## src/rtl/logic_reg_arbiter_pkg.sv

```systemverilog
// -----------------------------------------------------------------------------
// logic_arb_pkg
//
// Shared definitions for the logic register arbiter:
//   arb_state_t  - arbiter FSM encoding (ARB_IDLE, ARB_HOLD)
//   ARB_DATA_W   - default width of the shared logic register
//   ARB_MAX_REQ  - widest requester vector the onehot() helper can produce
//   onehot()     - index to one-hot conversion; callers keep the low bits
// -----------------------------------------------------------------------------
package logic_arb_pkg;

    typedef enum logic [0:0] {
        ARB_IDLE = 1'b0,
        ARB_HOLD = 1'b1
    } arb_state_t;

    localparam int ARB_DATA_W  = 4;
    localparam int ARB_MAX_REQ = 32;

    // Returns a vector with only bit idx set. The result is ARB_MAX_REQ wide
    // so one helper serves every requester count; callers slice it down.
    function automatic logic [ARB_MAX_REQ-1:0] onehot(input int unsigned idx);
        logic [ARB_MAX_REQ-1:0] v;
        v = {{(ARB_MAX_REQ-1){1'b0}}, 1'b1} << idx;
        return v;
    endfunction

endpackage

```

## src/rtl/logic_reg_arbiter_rr_pick.sv

```systemverilog
// -----------------------------------------------------------------------------
// rr_pick
//
// Combinational round-robin selector. Scans req starting at ptr and moving
// upward with wrap-around; the requester at ptr has the highest priority.
//
// Ports:
//   req    in   N_REQ   request levels
//   ptr    in   PTR_W   highest-priority index (always < N_REQ)
//   any    out  1       at least one request is asserted
//   idx    out  PTR_W   index of the selected requester (0 when !any)
//   onehot out  N_REQ   one-hot form of idx (all zero when !any)
// -----------------------------------------------------------------------------
module rr_pick #(
    parameter int N_REQ = 4,
    parameter int PTR_W = (N_REQ > 1) ? $clog2(N_REQ) : 1
) (
    input  logic [N_REQ-1:0] req,
    input  logic [PTR_W-1:0] ptr,
    output logic             any,
    output logic [PTR_W-1:0] idx,
    output logic [N_REQ-1:0] onehot
);

    logic                                    found;
    logic [logic_arb_pkg::ARB_MAX_REQ-1:0]   oh_full;

    // Two passes instead of a modulo rotate: the first pass covers indices at
    // or above ptr, the second covers the wrapped part below ptr. This keeps
    // the search correct for non-power-of-two N_REQ without any arithmetic
    // that could produce an index >= N_REQ.
    always_comb begin
        found = 1'b0;
        idx   = '0;
        for (int i = 0; i < N_REQ; i++) begin
            if (!found && req[i] && (i >= int'(ptr))) begin
                found = 1'b1;
                idx   = PTR_W'(i);
            end
        end
        for (int i = 0; i < N_REQ; i++) begin
            if (!found && req[i]) begin
                found = 1'b1;
                idx   = PTR_W'(i);
            end
        end
    end

    assign any = found;

    always_comb begin
        oh_full = logic_arb_pkg::onehot(32'(idx));
        onehot  = found ? oh_full[N_REQ-1:0] : '0;
    end

endmodule

```

## src/rtl/logic_reg_arbiter.sv

```systemverilog
// -----------------------------------------------------------------------------
// logic_reg_arbiter
//
// Round-robin owner of a single shared logic register. Each grant loads the
// winner's data into new_data and holds it for HOLD_CYCLES cycles before the
// register can be re-granted.
//
// Handshake: a requester raises req[i] with req_data[i] valid and keeps both
// stable until it sees gnt[i] (a single-cycle registered pulse). req_data is
// captured only on the grant edge; after gnt the requester may drop req or
// change its data freely. Dropping req before gnt withdraws the request.
//
// Ports:
//   clk        in   1              clock, rising edge
//   rst        in   1              synchronous active-high reset
//   req        in   N_REQ          request levels
//   req_data   in   N_REQ*DATA_W   per-requester write data
//   gnt        out  N_REQ          one-hot grant pulse, registered
//   owner      out  PTR_W          index of current/last owner
//   new_data   out  DATA_W         shared register
//   data_valid out  1              hold window active
//   en         out  1              new_data[0] gated by data_valid
//   busy       out  1              FSM is in ARB_HOLD
// -----------------------------------------------------------------------------
module logic_reg_arbiter
    import logic_arb_pkg::*;
#(
    parameter int N_REQ       = 4,
    parameter int DATA_W      = ARB_DATA_W,
    parameter int HOLD_CYCLES = 2
) (
    input  logic                           clk,
    input  logic                           rst,
    input  logic [N_REQ-1:0]               req,
    input  logic [N_REQ-1:0][DATA_W-1:0]   req_data,
    output logic [N_REQ-1:0]               gnt,
    output logic [$clog2(N_REQ)-1:0]       owner,
    output logic [DATA_W-1:0]              new_data,
    output logic                           data_valid,
    output logic                           en,
    output logic                           busy
);

    localparam int PTR_W = $clog2(N_REQ);
    localparam int CNT_W = (HOLD_CYCLES > 1) ? $clog2(HOLD_CYCLES) : 1;

    // FSM state is kept as a named signal so checkers can bind to it.
    arb_state_t         state;
    logic [CNT_W-1:0]   cnt;
    logic [PTR_W-1:0]   ptr;

    logic               pick_any;
    logic [PTR_W-1:0]   pick_idx;
    logic [N_REQ-1:0]   pick_oh;
    logic               arb_point;
    logic [PTR_W-1:0]   next_ptr;

    rr_pick #(
        .N_REQ (N_REQ),
        .PTR_W (PTR_W)
    ) u_pick (
        .req    (req),
        .ptr    (ptr),
        .any    (pick_any),
        .idx    (pick_idx),
        .onehot (pick_oh)
    );

    // The last cycle of a hold window doubles as an arbitration point, which
    // is what lets back-to-back grants keep data_valid high with no gap.
    assign arb_point = (state == ARB_IDLE) || (cnt == '0);

    // Explicit wrap rather than modulo so the pointer never exceeds N_REQ-1
    // when N_REQ is not a power of two.
    assign next_ptr = (pick_idx == PTR_W'(N_REQ - 1)) ? '0 : pick_idx + PTR_W'(1);

    always_ff @(posedge clk) begin
        if (rst) begin
            state      <= ARB_IDLE;
            cnt        <= '0;
            ptr        <= '0;
            gnt        <= '0;
            owner      <= '0;
            new_data   <= '0;
            data_valid <= 1'b0;
        end else begin
            // gnt is a pulse: cleared on every edge unless a new grant fires.
            gnt <= '0;
            if (arb_point) begin
                if (pick_any) begin
                    gnt        <= pick_oh;
                    new_data   <= req_data[pick_idx];
                    owner      <= pick_idx;
                    data_valid <= 1'b1;
                    cnt        <= CNT_W'(HOLD_CYCLES - 1);
                    state      <= ARB_HOLD;
                    ptr        <= next_ptr;
                end else begin
                    // new_data and owner deliberately keep their last values.
                    data_valid <= 1'b0;
                    state      <= ARB_IDLE;
                end
            end else begin
                cnt <= cnt - CNT_W'(1);
            end
        end
    end

    assign en   = new_data[0] & data_valid;
    assign busy = (state == ARB_HOLD);

endmodule

```

## config.mk

```make
export PLATFORM = sky130hd
export DESIGN_NAME = logic_reg_arbiter
export DESIGN_NICKNAME = d
export VERILOG_FILES = /design/src/rtl/logic_reg_arbiter_pkg.sv /design/src/rtl/logic_reg_arbiter_rr_pick.sv /design/src/rtl/logic_reg_arbiter.sv
export SDC_FILE = /design/constraint.sdc
export NUM_CORES = 1
export LEC_CHECK = 0
export BUFFER_PORTS_ARGS = -buffer_cell sky130_fd_sc_hd__buf_4
export CAP_MARGIN = 30
export CORE_MARGIN = 4
export CORE_UTILIZATION = 35
export DETAILED_ROUTE_END_ITERATION = 8
export SETUP_SLACK_MARGIN = 0.1
export SLEW_MARGIN = 25
export SYNTH_ARGS = -nofsm -noshare
export SYNTH_HDL_FRONTEND = slang
export SYNTH_SLANG_ARGS = --single-unit
export TNS_END_PERCENT = 30
```

## constraint.sdc

```tcl
create_clock -name clk -period 5.5 [get_ports clk]
set_clock_uncertainty 0.15 [all_clocks]
set_input_delay 0.275 -clock clk [delete_from_list [all_inputs] [get_ports clk]]
set_output_delay 0.275 -clock clk [all_outputs]
set_load 0.02 [all_outputs]
```

==> run_results.csv <==
group,metric,value,unit
placement,numPortBuffers,34,
cts,clockBufferDepth,2,
logic_synthesis,syn_inst,78,
logic_synthesis,ys_seq_elements,14,
logic_synthesis,yosysTopAreaCell,"dfxtp_1",
power_and_ir_drop,intPower,0.000195,W
final_layout,fill_cells,191,
timing,fin_crit,2.08,ns
timing,slew_headroom,58.0,%
placement,dp_cells,136,
logic_synthesis,synth_fa_ha_area_share,0,%
logic_synthesis,synth_compound_area_share,22.8,%
min_path,min_from,"rst",
setup_path,path_buf_inv,0,
power_and_ir_drop,p_switching,0.000104,W
timing,clock.fmax,0.481,GHz
detailed_routing,drtAntennaViolNets,0,
logic_synthesis,synth_top_family_by_area,"simple AND/OR/NAND/NOR gates",
logic_synthesis,ys_seq_area_share,38.1,%
setup_path,timing.rr.end,"new_data[0]",
cts,postCtsSetupRepairBufs,0,
setup_path,critPathSlowestCell,"dfxtp_1",
setup_path,critical_path.top_delay_family,"simple AND/OR/NAND/NOR gates",
timing,finalSetupViolCount,0,
final_layout,area_growth,37.1,%
cts,cts_tree,"yes",
detailed_routing,num_vias,697,
timing,hold_viol,0,
setup_path,path_cells,"nor4b_4, or2_1, a211oi_1, o31ai_1",
grt,grt_pass1_vias,701,
final_layout,drive_gt1_share,38.4,%
detailed_routing,avgViaCountPerCell,5.01,
cts,cts_buffers,3,
final_layout,fin_cells,139,
logic_synthesis,synthMuxAreaShare,1.36,%
timing,slew_violations,0,
setup_path,startpoint_type,"flip-flop",
logic_synthesis,syn_nets,100,
logic_synthesis,synthXorXnorAreaFrac,1.19,%
timing,rsz0062_at_grt,"no",
setup_path,r2r_slack,3.42,ns
timing,fin_setup_tns,0,ns
power_and_ir_drop,p_seq_share,42.6,%
power_and_ir_drop,p_clk_share,18.5,%
setup_path,required,5.54,ns
cts,cts-root-buf,"clkbuf_4",
timing,timing.final.crit_share,37.8,%
setup_path,max_stage_delay,0.49,ns
cts,htreeDepth,1,
setup_path,rr_worst_depth,4,
cts,insertion_delay,0.27,ns
floorplan,die_w,53.8,µm
power_and_ir_drop,netSwitchingFraction,34.9,%
floorplan,die_y,53.8,µm
setup_path,cp-end-kind,"flip-flop",
detailed_routing,routed_wl,1770,µm
final_layout,diodes,0,
logic_synthesis,netlist.area_leader.share,38.1,%
cts,ctsResizeCount,0,
min_path,min_to,"busy",
floorplan,die_area,2900,µm²
placement,hpwl,1410,µm
setup_path,critPathArrivalTime,2.12,ns
logic_synthesis,synthesis.area,736,µm²
grt,grt_pass1_wl,2870,µm
floorplan,num_rows,16,
grt,grt_use_total,13.7,%
detailed_routing,drt_iter0_drc,11,
logic_synthesis,ys_warn_count,0,
power_and_ir_drop,ir_worst_vdd,0.000128,V
outcome,status,"finished, final reports clean",
grt,grt_max_degree,15,
grt,antenna_found_initial,0,
detailed_routing,wl_per_cell,12.7,µm
setup_path,r2r-start,"ptr[1]",
logic_synthesis,synth.distinct_cells,28,
min_path,hp-class,"input pin to flip-flop",
logic_synthesis,synth.avg_cell_area,9.43,µm²
grt,gr-total-overflow,0,
timing,worst_pin_slew,0.631,ns
final_layout,nets,136,
floorplan,coreArea,1980,µm²
flow_run,drv_cap,0,
floorplan,ioPinCount,35,
logic_synthesis,synth-simple-area-share,31.3,%
floorplan,start_util,37.1,%
detailed_routing,dr.pass1.iters,4,
power_and_ir_drop,p_leak,0.413,nW
detailed_routing,drc,0,
placement,place_congestion,0.759,
power_and_ir_drop,power_density,297,nW/µm²
cts,cts_hold_buffers,0,
cts,clock_sinks,14,
power_and_ir_drop,combPwrFrac,38.9,%
logic_synthesis,synth_area_leaders,"dfxtp_1 (38%), nor3b_1 (8.2%), a211oi_1 (7.1%)",
setup_path,cp_max_fo,14,
cts,cts.clk_slew.worst_paths,0.08,ns
setup_path,crit_type,"flip-flop to flip-flop",
min_path,hold-path-cell-count,2,
==> through the flow <==
step	hold WS (ns)	total power, W	cell area, µm²	utilization, %	setup slack [ns]
2_1_floorplan	0.194	0.000214	736	-	3.76
3_3_place_gp	0.288	0.000247	986	49.7	3.35
3_5_place_dp	0.295	0.000248	986	49.7	3.29
4_1_cts	0.0124	0.000305	1010	50.9	3.41
6_report	0.0222	0.000299	1010	50.9	3.42
5_1_grt	0.0177	0.000321	1010	50.9	3.19
==> sequential cells by signal (all words and copies together) (netlist names) <==
name / count
gnt: 4
ptr: 2
new_data: 4
owner: 2
cnt: 1
busy: 1
==> logic make-up (layout without fill, tap and decap cells) <==
group                  count (synthesis)  in the layout
multiplexers                           1              1
AND/OR/NAND/NOR                       37             37
XOR/XNOR                               1              1
flip-flops                            14             14
buffers and inverters                  3             37
AO/OA/AOI/OAI                         22             22
==> layout by cell type (no fill, tap or decap), types with 2 or more instances in the layout <==
| cell type | netlist | routed |
|---|---|---|
| a211oi_1 | 7 | 7 |
| dfxtp_1 | 14 | 14 |
| o31ai_1 | 4 | 4 |
| nand2_1 | 10 | 10 |
| nor3b_1 | 8 | 8 |
| nor2_1 | 6 | 6 |
| nor3_1 | 2 | 2 |
| buf_4 | 1 | 34 |
| a21oi_1 | 3 | 3 |
| nor2b_1 | 4 | 4 |
| clkbuf_4 | 0 | 3 |
| o21ai_0 | 2 | 2 |
==> worst max-delay path by stage <==
stage / from / to / slack [ns] / depth (start not counted)
6_report: ptr[1] / new_data[0] / 3.42 / 4
5_1_grt: ptr[0] / new_data[0] / 3.19 / 5
4_1_cts: ptr[0] / new_data[0] / 3.41 / 5
3_5_place_dp: req[2] / new_data[0] / 3.29 / 6
3_3_place_gp: req[2] / new_data[2] / 3.35 / 6
2_1_floorplan: ptr[0] / new_data[0] / 3.76 / 7
==> cell usage after synthesis <==
master    instances
o21a_1            1
a211oi_2          1
nor2_1            6
nor2b_1           4
or2_1             1
buf_6             1
dfxtp_1          14
nand2_1          10
o21ai_1           1
o31ai_1           4
o32a_2            1
nor3_1            2
and2_1            1
a21boi_0          1
o21ai_0           2
a21oi_1           3
nor4b_4           1
nor2_2            1
nor3b_1           8
buf_12            1
nor4_1            1
o32ai_2           1
mux2i_1           1
nand3_1           1
buf_4             1
xnor2_1           1
a211oi_1          7
nor4_4            1
==> area by class of cell <==
cell class	count	area, µm²	area share (%)
timing repair buffer	34	255	25.3
clock buffer	3	22.5	2.23
tap	27	33.8	3.35
multi-input combinational	61	417	41.3
sequential	14	280	27.8
==> power groups by stage <==
stage | Clock [W] | Sequential (W) | Combinational, W
after detailed placement | 0 | 0.000130 | 0.000118
final | 0.0000554 | 0.000128 | 0.000116
after global placement | 0 | 0.000130 | 0.000117
after CTS | 0.0000589 | 0.000127 | 0.000118
after global routing | 0.0000634 | 0.000130 | 0.000128
after floorplan | 0 | 0.000143 | 0.0000711
==> layer usage <==
metal | global-route usage (%) | part of all wire (%) | vias up
met5 | 0 | 0 | -
met4 | 7.66 | 1.0 | 0
met3 | 1.94 | 7.2 | 2
met2 | 21.0 | 43 | 29
met1 | 18.2 | 49 | 309
li1 | - | - | 357
No activity file was read; power rests on OpenSTA's default activity.
